### src/rtl/ps2_pkg.sv
// Shared types and constants for the PS/2 host receive controller.
package ps2_pkg;

  localparam int DATA_W                 = 8;
  localparam int DEFAULT_TIMEOUT_CYCLES = 30000;

  // Receive FSM: waits for a start bit, shifts 8 data bits LSB-first,
  // captures the parity bit, then checks the stop bit.
  typedef enum logic [1:0] {
    IDLE   = 2'd0,
    DATA   = 2'd1,
    PARITY = 2'd2,
    STOP   = 2'd3
  } ps2_state_e;

  // PS/2 uses odd parity: data bits plus parity bit carry an odd number of ones.
  function automatic logic odd_parity_ok(input logic [DATA_W-1:0] data, input logic par);
    return ^{data, par};
  endfunction

endpackage

### src/rtl/ps2_host_ctrl_if.sv
// Read-side port bundle of the PS/2 host controller.
//
// Handshake: the controller holds rd_valid high while the FIFO is non-empty
// and rd_data shows the head byte (8'h00 when empty). A byte is consumed on
// every rising clock edge where rd_valid and rd_ready are both high; rd_data,
// rd_valid and level reflect the pop from the next cycle on. rd_ready while
// rd_valid is low has no effect. level is the current FIFO occupancy.
interface ps2_host_ctrl_if #(
  parameter int FIFO_DEPTH = 8
);
  import ps2_pkg::*;

  localparam int LEVEL_W = $clog2(FIFO_DEPTH) + 1;

  logic               rd_valid;
  logic               rd_ready;
  logic [DATA_W-1:0]  rd_data;
  logic [LEVEL_W-1:0] level;

  modport master (output rd_valid, output rd_data, output level, input rd_ready);
  modport slave  (input rd_valid, input rd_data, input level, output rd_ready);

endinterface

### src/rtl/ps2_rx_fifo.sv
// Small synchronous FIFO holding received scancodes.
// A push into a full FIFO is accepted only when a pop happens in the same cycle.
module ps2_rx_fifo
  import ps2_pkg::*;
#(
  parameter int FIFO_DEPTH = 8
) (
  input  logic                          clock,
  input  logic                          reset,
  input  logic                          push,
  input  logic [DATA_W-1:0]             push_data,
  input  logic                          pop,
  output logic                          full,
  output logic                          empty,
  output logic [$clog2(FIFO_DEPTH):0]   level,
  output logic [DATA_W-1:0]             head
);

  localparam int AW = $clog2(FIFO_DEPTH);

  logic [DATA_W-1:0] mem [FIFO_DEPTH];
  logic [AW-1:0]     wr_ptr;
  logic [AW-1:0]     rd_ptr;
  logic [AW:0]       count;
  logic              do_push;
  logic              do_pop;

  assign empty   = (count == '0);
  assign full    = (count == (AW+1)'(FIFO_DEPTH));
  assign do_pop  = pop & ~empty;
  assign do_push = push & (~full | do_pop);
  assign level   = count;
  assign head    = empty ? '0 : mem[rd_ptr];

  // Pointer and occupancy bookkeeping; pointers wrap naturally at FIFO_DEPTH.
  always_ff @(posedge clock) begin
    if (reset) begin
      wr_ptr <= '0;
      rd_ptr <= '0;
      count  <= '0;
    end else begin
      if (do_push) wr_ptr <= wr_ptr + AW'(1);
      if (do_pop)  rd_ptr <= rd_ptr + AW'(1);
      case ({do_push, do_pop})
        2'b10:   count <= count + (AW+1)'(1);
        2'b01:   count <= count - (AW+1)'(1);
        default: count <= count;
      endcase
    end
  end

  // Storage array; contents need no reset because empty masks the head.
  always_ff @(posedge clock) begin
    if (do_push) mem[wr_ptr] <= push_data;
  end

endmodule

### src/rtl/ps2_host_ctrl.sv
// PS/2 host receiver: synchronises the device clock/data lines, decodes
// 11-bit frames, queues good scancodes and keeps sticky error flags.
module ps2_host_ctrl
  import ps2_pkg::*;
#(
  parameter int FIFO_DEPTH     = 8,
  parameter int TIMEOUT_CYCLES = DEFAULT_TIMEOUT_CYCLES
) (
  input  logic                   clock,
  input  logic                   reset,
  input  logic                   ps2_clk,
  input  logic                   ps2_dat,
  input  logic                   clr_err,
  ps2_host_ctrl_if.master        rd,
  output logic                   overflow,
  output logic                   parity_err,
  output logic                   frame_err,
  output ps2_state_e             state_dbg
);

  localparam int TW = $clog2(TIMEOUT_CYCLES + 1);

  logic [2:0]        clk_sync;
  logic [1:0]        dat_sync;
  logic              sample;
  logic              sbit;

  ps2_state_e        state, state_n;
  logic [2:0]        bit_cnt, bit_cnt_n;
  logic [DATA_W-1:0] shreg, shreg_n;
  logic              par_q, par_n;
  logic [TW-1:0]     tmo_cnt, tmo_n;
  logic              push_n, push_q;
  logic [DATA_W-1:0] push_data_q;
  logic              perr_ev, ferr_ev, ovf_ev;

  logic              fifo_full, fifo_empty;

  // Falling edge of the synchronised PS/2 clock marks a bit to sample.
  assign sample    = clk_sync[2] & ~clk_sync[1];
  assign sbit      = dat_sync[1];
  assign state_dbg = state;

  // Two/three-flop synchronisers; reset to the idle-high line level.
  always_ff @(posedge clock) begin
    if (reset) begin
      clk_sync <= 3'b111;
      dat_sync <= 2'b11;
    end else begin
      clk_sync <= {clk_sync[1:0], ps2_clk};
      dat_sync <= {dat_sync[0], ps2_dat};
    end
  end

  // Frame decoder state and datapath registers.
  always_ff @(posedge clock) begin
    if (reset) begin
      state       <= IDLE;
      bit_cnt     <= '0;
      shreg       <= '0;
      par_q       <= 1'b0;
      tmo_cnt     <= '0;
      push_q      <= 1'b0;
      push_data_q <= '0;
    end else begin
      state       <= state_n;
      bit_cnt     <= bit_cnt_n;
      shreg       <= shreg_n;
      par_q       <= par_n;
      tmo_cnt     <= tmo_n;
      push_q      <= push_n;
      push_data_q <= shreg;
    end
  end

  // Next-state logic: advances only on sample events, except the timeout
  // that abandons a stalled partial frame.
  always_comb begin
    state_n   = state;
    bit_cnt_n = bit_cnt;
    shreg_n   = shreg;
    par_n     = par_q;
    tmo_n     = tmo_cnt;
    push_n    = 1'b0;
    perr_ev   = 1'b0;
    ferr_ev   = 1'b0;
    if (state == IDLE) begin
      tmo_n = '0;
      if (sample && !sbit) begin
        state_n   = DATA;
        bit_cnt_n = '0;
        shreg_n   = '0;
      end
    end else if (sample) begin
      tmo_n = '0;
      case (state)
        DATA: begin
          shreg_n = {sbit, shreg[DATA_W-1:1]};
          if (bit_cnt == 3'd7) state_n = PARITY;
          else                 bit_cnt_n = bit_cnt + 3'd1;
        end
        PARITY: begin
          par_n   = sbit;
          state_n = STOP;
        end
        STOP: begin
          state_n = IDLE;
          if (!sbit)                          ferr_ev = 1'b1;
          else if (odd_parity_ok(shreg, par_q)) push_n  = 1'b1;
          else                                perr_ev = 1'b1;
        end
        default: state_n = IDLE;
      endcase
    end else if (tmo_cnt == TW'(TIMEOUT_CYCLES - 1)) begin
      state_n = IDLE;
      ferr_ev = 1'b1;
      tmo_n   = '0;
    end else begin
      tmo_n = tmo_cnt + TW'(1);
    end
  end

  // A full FIFO never pushes unless the consumer pops in the same cycle.
  assign ovf_ev = push_q & fifo_full & ~rd.rd_ready;

  ps2_rx_fifo #(
    .FIFO_DEPTH (FIFO_DEPTH)
  ) u_fifo (
    .clock     (clock),
    .reset     (reset),
    .push      (push_q),
    .push_data (push_data_q),
    .pop       (rd.rd_ready),
    .full      (fifo_full),
    .empty     (fifo_empty),
    .level     (rd.level),
    .head      (rd.rd_data)
  );

  assign rd.rd_valid = ~fifo_empty;

  // Sticky error flags; a new error event wins over a same-cycle clear.
  always_ff @(posedge clock) begin
    if (reset) begin
      overflow   <= 1'b0;
      parity_err <= 1'b0;
      frame_err  <= 1'b0;
    end else begin
      overflow   <= (overflow   & ~clr_err) | ovf_ev;
      parity_err <= (parity_err & ~clr_err) | perr_ev;
      frame_err  <= (frame_err  & ~clr_err) | ferr_ev;
    end
  end

endmodule
### src/flat_wrapper.sv
// flat-port wrapper written by rule: the top's interface ports become plain ports
module ps2_host_ctrl_flat import ps2_pkg::*;
#(
  parameter int FIFO_DEPTH     = 8,
  parameter int TIMEOUT_CYCLES = DEFAULT_TIMEOUT_CYCLES
)
  (clock, reset, ps2_clk, ps2_dat, clr_err, overflow, parity_err, frame_err, state_dbg, rd_rd_valid, rd_rd_data, rd_level, rd_rd_ready);
  ps2_host_ctrl_if #(.FIFO_DEPTH(FIFO_DEPTH)) rd_i ();
  input  logic clock;
  input  logic reset;
  input  logic ps2_clk;
  input  logic ps2_dat;
  input  logic clr_err;
  output logic overflow;
  output logic parity_err;
  output logic frame_err;
  output ps2_state_e state_dbg;
  output wire logic [$bits(rd_i.rd_valid)-1:0] rd_rd_valid;
  output wire logic [$bits(rd_i.rd_data)-1:0] rd_rd_data;
  output wire logic [$bits(rd_i.level)-1:0] rd_level;
  input wire logic [$bits(rd_i.rd_ready)-1:0] rd_rd_ready;
  assign rd_rd_valid = rd_i.rd_valid;
  assign rd_rd_data = rd_i.rd_data;
  assign rd_level = rd_i.level;
  assign rd_i.rd_ready = rd_rd_ready;
  ps2_host_ctrl #(.FIFO_DEPTH(FIFO_DEPTH), .TIMEOUT_CYCLES(TIMEOUT_CYCLES)) u_core (.clock(clock), .reset(reset), .ps2_clk(ps2_clk), .ps2_dat(ps2_dat), .clr_err(clr_err), .rd(rd_i), .overflow(overflow), .parity_err(parity_err), .frame_err(frame_err), .state_dbg(state_dbg));
endmodule
### config.mk
export PLATFORM = sky130hd
export DESIGN_NAME = ps2_host_ctrl_flat
export DESIGN_NICKNAME = d
export VERILOG_FILES = /design/src/rtl/ps2_pkg.sv /design/src/rtl/ps2_host_ctrl_if.sv /design/src/rtl/ps2_rx_fifo.sv /design/src/rtl/ps2_host_ctrl.sv /design/src/flat_wrapper.sv
export SDC_FILE = /design/constraint.sdc
export NUM_CORES = 1
export LEC_CHECK = 0
export ABC_AREA = 1
export CAP_MARGIN = 20
export CORE_MARGIN = 3
export CORE_UTILIZATION = 35
export CTS_CLUSTER_SIZE = 10
export DETAILED_ROUTE_END_ITERATION = 6
export MAX_ROUTING_LAYER = met4
export PLACE_DENSITY = 0.53
export SETUP_SLACK_MARGIN = 0.4
export SLEW_MARGIN = 20
export SYNTH_ARGS = -nofsm -noshare
export SYNTH_HDL_FRONTEND = slang
export SYNTH_SLANG_ARGS = --single-unit
### constraint.sdc
create_clock -name clock -period 4.3 [get_ports clock]
set_input_delay 0.86 -clock clock [delete_from_list [all_inputs] [get_ports clock]]
set_output_delay 0.86 -clock clock [all_outputs]
set_load 0.1 [all_outputs]
==> results.cfg, run 1 <==
[outcome]
outcome = completed

[synth]
synth_seq_area_share_pct = 59.5
netlist_area_mm2 = 0.00521
yosysWarnings = 0
ys_types = 37
synth_nets = 568
synth_area_leaders = edfxtp_1 (37%), dfxtp_1 (23%), nand2_1 (6.7%)
synth.most_common_cell = nand2_1
yosysTopAreaCellShare_pct = 36.9
synthTopCellsByCount = nand2_1 (93), nor2_1 (91), edfxtp_1 (64)
synth_cells = 552
synth-async-reset-ratio_pct = 0
synth_area_leader_cell = edfxtp_1
avgSynthCellArea_um2 = 9.45
ys.flop_type = edfxtp_1
synth_edf_count = 64
ys_ff_latch = 123

[routing]
wl_per_cell_um = 13.8
ant_nets = 0
routed_wirelength_um = 10700
drt_pass1_iterations = 5
drt-initial-drc-count = 297
viasPerCell = 4.85
post-route-drc-count = 0
num_vias = 3753

[critical_path]
cp-end-kind = output port
critPathLaunchType = flip-flop
crit_arrival_ns = 2.46
path_max_fanout = 32
critPathKind = reg2out
reg2regPathDepth = 8
required_ns = 3.44

[clock_network]
cts_tree = built
clockRootBuffer = clkbuf_16
numCtsBuffers = 17
insertion_delay_ns = 0.42
clk_pin_slew_ns = 0.06
ctsHtreeMaxLevel = 4
cts_max_path_buffers = 2
clock-sinks = 123
ctsResizeCount = 0
cts_setup_buffers = 0
hold_buffers = 0

[timing]
fmax_ghz = 0.302
finClkSkew_ns = 0.00702
grt_setup_unrepaired = no
layout_setup_ws_ns = 0.984
maxSlewViolCount = 0
tightest_slew_ns = 0.975
setup_tns_ns = 0
setup_viol = 0
fin_crit_ns = 3.32
whs_ns = 0.409
hold_viol_final = 0
fin_crit_sh_pct = 77.1
maxSlewHeadroom_pct = 34.8

[place]
placed_cells = 742
portBuffers = 23
gp_congestion = 0.832
detailed_place_hpwl_um = 7410
place_worst_setup_slack_ns = 1.31
dpl_cell_area_mm2 = 0.00563

[floorplanning]
die_x_um = 128
initial_core_util_pct = 36.7
core_mm2 = 0.0142
num_rows = 43
io_pins = 24
die_area_mm2 = 0.0164
die_h_um = 128

[global_routing]
track_usage_pct = 14.5
grt_pass1_wl_um = 17900
antenna_found_initial = 0
grt_pass1_vias = 3672
grt_start_max_net_pins = 33
globalRouteOverflowTotal = 0

[power]
ir_drop_uv = 352
cellPowerDensity_mw_per_mm2 = 627
leakagePower_nw = 2.27

[hold_path]
whs_path_depth = 1
hold_class = reg2reg

[final_layout]
num_antenna_cells = 0
finalNetCount = 597
layout.cells.non_filler = 774
syn2layout_area_growth_pct = 19.1
drive_above_1_share_pct = 13.8
finalInstanceArea_mm2 = 0.00621

[job]
drv_cap = 0
[cell usage in the layout, fill, tap and decap left out, drive strengths merged]
| cell type | Yosys | layout |
|---|---|---|
| nand2 | 101 | 101 |
| nor2 | 98 | 98 |
| edfxtp | 64 | 64 |
| dfxtp | 59 | 59 |
| inv | 56 | 58 |
| o21ai | 53 | 53 |
| a21oi | 22 | 22 |
| nand3 | 22 | 22 |
| clkbuf | 3 | 18 |
| clkdlybuf4s50 | 0 | 15 |
| ha | 10 | 10 |
| buf | 12 | 10 |
| o22ai | 9 | 9 |
| nor3 | 9 | 9 |
| a31oi | 8 | 8 |
| nand4 | 8 | 8 |
| clkinv | 0 | 6 |
| or2 | 5 | 5 |
| clkinvlp | 0 | 4 |
| xnor2 | 3 | 3 |
| xor2 | 3 | 3 |
| o31ai | 2 | 2 |
| bufinv | 0 | 2 |
| nor3b | 2 | 2 |
| a211oi | 1 | 1 |
| nor4 | 1 | 1 |
| o32ai | 1 | 1 |
[layer usage]
layer  up-vias  part of all wire, %  routed length (um)  global-route usage, %
li1       1910                    -                   -                      -
met1      1735                   47                5000                   18.3
met2        89                   47                5000                   22.1
met3        19                  4.7                 507                   4.00
met4         0                  1.8                 196                   5.81
met5         -                    0                   0                      -
[worst paths after layout]
path / startpoint / to / slack [ns]
worst max-delay path: flip-flop / rd_rd_data[5] / 0.98
worst min-delay path: u_core.dat_sync[0] / u_core.dat_sync[1] / 0.41
worst max register to register: u_core.u_fifo.level[2] / u_core.u_fifo.mem[3][3] / 2.11
worst min register to register: u_core.dat_sync[0] / u_core.dat_sync[1] / 0.41
[power by group]
| part | total [mW] | switching, mW | internal (mW) |
|---|---|---|---|
| registers | 1.31 | 0.0503 | 1.26 |
| logic | 1.22 | 0.942 | 0.277 |
| clock network | 1.37 | 0.517 | 0.852 |
[logic make-up after synthesis]
logic type               Yosys count  share of synthesized area (%)
AND/OR/NAND/NOR                  246                           21.5
buffers and inverters             71                           5.62
flip-flops                       123                           59.5
adder cells (fa/ha/maj)           10                           2.40
AO/OA/AOI/OAI                     96                           10.0
XOR/XNOR                           6                           1.01
[worst max-delay path: stages (launching register included)]
cell and delay, ns:
dfxtp_1 0.31, inv_1 0.62, o21ai_0 0.23, o22ai_1 0.22
o21ai_0 0.16, a31oi_2 0.18, buf_4 0.31
[state kept, by name (all words and copies together), names as in the netlist, 2 cells and up, named ones only]
register / cells
u_core.u_fifo.mem: 64
u_core.tmo_cnt: 15
u_core.push_data_q: 8
u_core.shreg: 8
u_core.u_fifo.level: 4
u_core.bit_cnt: 3
u_core.clk_sync: 3
u_core.u_fifo.rd_ptr: 3
u_core.u_fifo.wr_ptr: 3
u_core.dat_sync: 2
u_core.state_dbg: 2
[cell type report]
type	instances	area, um^2
clock buffer	18	429
clock inverter	14	148
fill	1398	7990
inverter	56	213
multi-input combinational	358	1870
sequential	123	3100
tap	180	225
timing repair buffer	25	225
[stage by stage]
| stage | util, % | total power [mW] |
|---|---|---|
| after CTS | 43.7 | 3.94 |
| after global routing | 43.7 | 4.09 |
| after floorplan | - | 2.31 |
| after global placement | 39.7 | 2.55 |
| after detailed placement | 39.7 | 2.56 |
| final | 43.7 | 3.90 |
Power figures use the tool's default switching activity.
==> run 2: changes to the inputs <==
==> constraint.sdc (replaced) <==
create_clock -name clock -period 3.15 [get_ports clock]
set_input_delay 0.63 -clock clock [delete_from_list [all_inputs] [get_ports clock]]
set_output_delay 0.63 -clock clock [all_outputs]
set_load 0.1 [all_outputs]
==> results.cfg, run 2 (synthesis gave the netlist of run 1 again) <==
[timing]
fmax_ghz = 0.377
maxSlewViolCount = 0
finClkSkew_ns = 0.0101
maxSlewHeadroom_pct = 49.6
setup_viol = 0
hold_viol_final = 0
grt_setup_unrepaired = yes
setup_tns_ns = 0
tightest_slew_ns = 0.754
fin_crit_sh_pct = 84.3
fin_crit_ns = 2.65

[routing]
num_vias = 3778
drt-initial-drc-count = 293
wl_per_cell_um = 13.6
viasPerCell = 4.81
ant_nets = 0
drt_pass1_iterations = 5
post-route-drc-count = 0
routed_wirelength_um = 10700

[power]
cellPowerDensity_mw_per_mm2 = 868
p_clk_share_pct = 33.6
ir_drop_uv = 499
leakagePower_nw = 2.39
p_int_mw = 3.50
power_switching_mw = 2.11
combPwrFrac_pct = 34.7
seq_power_share_pct = 31.7
swShare_pct = 37.6

[outcome]
outcome = completed

[critical_path]
path_cells = clkinvlp_4 > buf_4 > o21ai_0 > a31oi_4 > buf_12
crit_arrival_ns = 2.02
cp-end-kind = output port
path_buf_inv = 3
path_max_fanout = 16
required_ns = 2.52
crit_path_top_delay_cell = dfxtp_1
regToRegSetupSlack_ns = 1.21
critPathLaunchType = flip-flop
slowest_delay_ns = 0.39
critPathKind = reg2out
critPathTopFamily = buffers and inverters

[floorplanning]
core_mm2 = 0.0142
die_x_um = 128
die_area_mm2 = 0.0164
initial_core_util_pct = 36.7
die_h_um = 128
io_pins = 24
num_rows = 43

[clock_network]
clockRootBuffer = clkbuf_16
numCtsBuffers = 17
clock-sinks = 123
cts_tree = built
clk_pin_slew_ns = 0.05
insertion_delay_ns = 0.41
hold_buffers = 0
cts_max_path_buffers = 2
ctsHtreeMaxLevel = 4

[job]
drv_cap = 0

[place]
detailed_place_hpwl_um = 7340
portBuffers = 23
gp_congestion = 0.830
placed_cells = 750

[global_routing]
antenna_found_initial = 0
grt_pass1_vias = 3666
track_usage_pct = 14.3
grt_pass1_wl_um = 17800
grt_start_max_net_pins = 33
globalRouteOverflowTotal = 0

[final_layout]
syn2layout_area_growth_pct = 24.0
reg_top3 = u_core.u_fifo.mem (64), u_core.tmo_cnt (15)
layout.cells.non_filler = 785
finalNetCount = 608
n_fill_cell = 1345
largest_reg_flops = 64
regMostFlops = u_core.u_fifo.mem
final_common_cell = nand2_1
drive_above_1_share_pct = 18.2
final_cell_mix = nand2_1 (93), nor2_1 (91), edfxtp_1 (64)
num_antenna_cells = 0

[hold_path]
hold_class = reg2reg
[run 2: changes by cell type in the layout (fill, tap and decap cells not counted), sizes merged]
cell	before	now
buf	10	31
clkdlybuf4s50	15	5
clkinvlp	4	6
inv	58	56
[run 2: power groups by stage]
stage	combinational, mW	clock (mW)	sequential [mW]
detailed placement	1.93	0	1.81
global route	2.08	2.01	1.79
finish	1.95	1.89	1.78
floorplan	1.25	0	1.96
global placement	1.92	0	1.80
CTS	1.94	1.93	1.78
[run 2: final cells by class]
type | instances | area (um^2) | area share [%]
multi-input combinational | 358 | 1940 | 30.0
clock buffer | 18 | 439 | 6.79
inverter | 56 | 220 | 3.40
tap | 180 | 225 | 3.48
timing repair buffer | 36 | 387 | 5.98
sequential | 123 | 3110 | 48.1
clock inverter | 14 | 146 | 2.26
[run 2: what timing repair did]
action | in CTS | in global routing
pin swaps | 0 | 0
endpoints found under the hold margin | 0 | 0
gates resized for setup | 2 | 11
setup buffers | 0 | 3
setup endpoints to repair | 1 | 8
[run 2: per-layer routing]
metal  share of wire [%]  up-vias  global-route usage, %  routed length, um
met5                   0        -                      -                  0
met4                 1.3        0                   5.74                144
met3                 4.3       13                   3.21                458
met2                  48       74                   22.5               5090
met1                  47     1748                   18.0               5010
li1                    -     1943                      -                  -
[run 2: per-stage QoR]
stage / hold slack (ns) / setup slack, ns / power, mW / instance area, um^2 / util [%]
after global placement: 0.391 / 0.631 / 3.72 / 5840 / 41.1
after CTS: 0.409 / 0.405 / 5.64 / 6430 / 45.3
after floorplan: 0.389 / 0.436 / 3.21 / 5340 / -
after detailed placement: 0.396 / 0.552 / 3.74 / 5840 / 41.1
final: 0.407 / 0.496 / 5.61 / 6470 / 45.5
after global routing: 0.430 / 0.360 / 5.88 / 6470 / 45.5
[run 2: worst paths after layout]
kind / start / to / depth (start not counted)
hold / removal: u_core.dat_sync[0] / u_core.dat_sync[1] / 1
setup reg to reg: u_core.u_fifo.level[2] / u_core.u_fifo.mem[5][7] / 8
hold reg to reg: u_core.dat_sync[0] / u_core.dat_sync[1] / 1
setup / recovery: flip-flop / rd_rd_data[1] / 5
==> run 3: changes to the inputs <==
==> constraint.sdc (replaced) <==
create_clock -name clock -period 2.6 [get_ports clock]
set_input_delay 0.52 -clock clock [delete_from_list [all_inputs] [get_ports clock]]
set_output_delay 0.52 -clock clock [all_outputs]
set_load 0.1 [all_outputs]
==> results.cfg, run 3 (synthesis gave the netlist of run 1 again) <==
[global_routing]
track_usage_pct = 15.6
antenna_found_initial = 0
grt_pass1_wl_um = 19300
grt_pass1_vias = 3878
grt_start_max_net_pins = 17
globalRouteOverflowTotal = 0

[routing]
drt_pass1_iterations = 5
num_vias = 3859
viasPerCell = 4.81
ant_nets = 0
drt-initial-drc-count = 270
wl_per_cell_um = 14.4
routed_wirelength_um = 11600
post-route-drc-count = 0

[floorplanning]
io_pins = 24
core_mm2 = 0.0142
die_h_um = 128
num_rows = 43
initial_core_util_pct = 36.7
die_x_um = 128
die_area_mm2 = 0.0164

[critical_path]
slowest_delay_ns = 0.45
critPathTopFamily = buffers and inverters
critPathKind = reg2out
required_ns = 2.08
crit_path_top_delay_cell = dfxtp_4
cp-end-kind = output port
path_max_fanout = 7
critPathLaunchType = flip-flop
crit_arrival_ns = 1.83
path_buf_inv = 4
path_cells = buf_6 > clkinvlp_4 > buf_4 > o21ai_2 > a31oi_4 > buf_12

[timing]
fmax_ghz = 0.425
fin_crit_sh_pct = 90.6
tightest_slew_ns = 0.450
maxSlewViolCount = 0
fin_crit_ns = 2.35
maxSlewHeadroom_pct = 69.9
setup_tns_ns = 0
finClkSkew_ns = 0.0113
whs_ns = 0.410
hold_viol_final = 0
grt_setup_unrepaired = yes
setup_viol = 0

[power]
p_int_mw = 4.58
power_switching_mw = 2.68
leakagePower_nw = 2.54
p_clk_share_pct = 31.7
swShare_pct = 37.0
combPwrFrac_pct = 38.1
seq_power_share_pct = 30.2
p_total_mw = 7.26
cellPowerDensity_mw_per_mm2 = 1050
ir_drop_uv = 620

[place]
portBuffers = 23
detailed_place_hpwl_um = 7760
gp_congestion = 0.819

[clock_network]
cts_max_path_buffers = 2
clock-sinks = 123
numCtsBuffers = 17
cts_tree = built
clockRootBuffer = clkbuf_16
insertion_delay_ns = 0.40
clk_pin_slew_ns = 0.05
ctsHtreeMaxLevel = 4

[final_layout]
finalNetCount = 626
num_antenna_cells = 0
n_fill_cell = 1336
regMostFlops = u_core.u_fifo.mem
largest_reg_flops = 64
final_common_cell = nand2_1
drive_above_1_share_pct = 26.6
reg_top3 = u_core.u_fifo.mem (64), u_core.tmo_cnt (15)
final_cell_mix = nand2_1 (93), nor2_1 (80), edfxtp_1 (64)
syn2layout_area_growth_pct = 32.0
utilization_pct = 48.5

[job]
drv_cap = 0

[outcome]
outcome = completed

[hold_path]
hold_class = reg2reg
run 3: power by group through the flow:
stage	clock (mW)	sequential, mW	combinational [mW]
floorplan	0	2.38	1.56
global placement	0	2.20	2.33
detailed placement	0	2.20	2.35
CTS	2.35	2.19	2.68
global route	2.43	2.20	2.93
finish	2.30	2.19	2.77
run 3: cell type report:
| class | count | area (um^2) | share of cell area, % |
|---|---|---|---|
| clock buffer | 20 | 437 | 6.34 |
| clock inverter | 12 | 149 | 2.16 |
| inverter | 56 | 224 | 3.25 |
| multi-input combinational | 358 | 2080 | 30.2 |
| sequential | 123 | 3120 | 45.4 |
| tap | 180 | 225 | 3.27 |
| timing repair buffer | 51 | 621 | 9.02 |
| timing repair inverter | 3 | 22.5 | 0.327 |
run 3: stage by stage:
stage	setup slack (ns)	area (um^2)	std cells
CTS	0.236	6770	801
finish	0.245	6880	803
global route	0.150	6880	803
global placement	0.426	5890	755
floorplan	0.360	5370	552
detailed placement	0.363	5890	755
run 3: timing repair:
action,in CTS,in global routing
hold endpoints to repair,0,0
buffers inserted,8,2
gates resized for setup,57,29
hold buffers,0,0
endpoints found under the setup margin,8,8
gates cloned,6,0
pin swaps,11,13
run 3: final timing paths:
check                               from                     end  slack, ns  cells past startpoint
setup / recovery               flip-flop           rd_rd_data[4]       0.25                      6
hold / removal        u_core.clk_sync[0]      u_core.clk_sync[1]       0.41                      1
setup reg to reg  u_core.u_fifo.level[0]  u_core.u_fifo.level[2]       0.73                     15
hold reg to reg       u_core.clk_sync[0]      u_core.clk_sync[1]       0.41                      1
run 3: worst reg2reg max path: stages, from the launching register on:
cell,delay [ns]
dfxtp_4,0.36
nor2_4,0.13
nand2_2,0.25
nand2_2,0.19
inv_2,0.09
nand2_2,0.10
nand2_1,0.06
nand2_1,0.05
inv_1,0.05
ha_1,0.17
inv_1,0.06
nand2_1,0.05
nand2_1,0.06
nand3_1,0.07
nand2_1,0.06
inv_1,0.03
run 3: per-layer routing:
layer  vias to the layer above  global-route usage [%]  part of all wire (%)
li1                       1970                       -                     -
met1                      1830                    19.4                    45
met2                        55                    25.0                    51
met3                         4                    3.58                   3.5
met4                         0                    5.56                  0.41
met5                         -                       -                     0
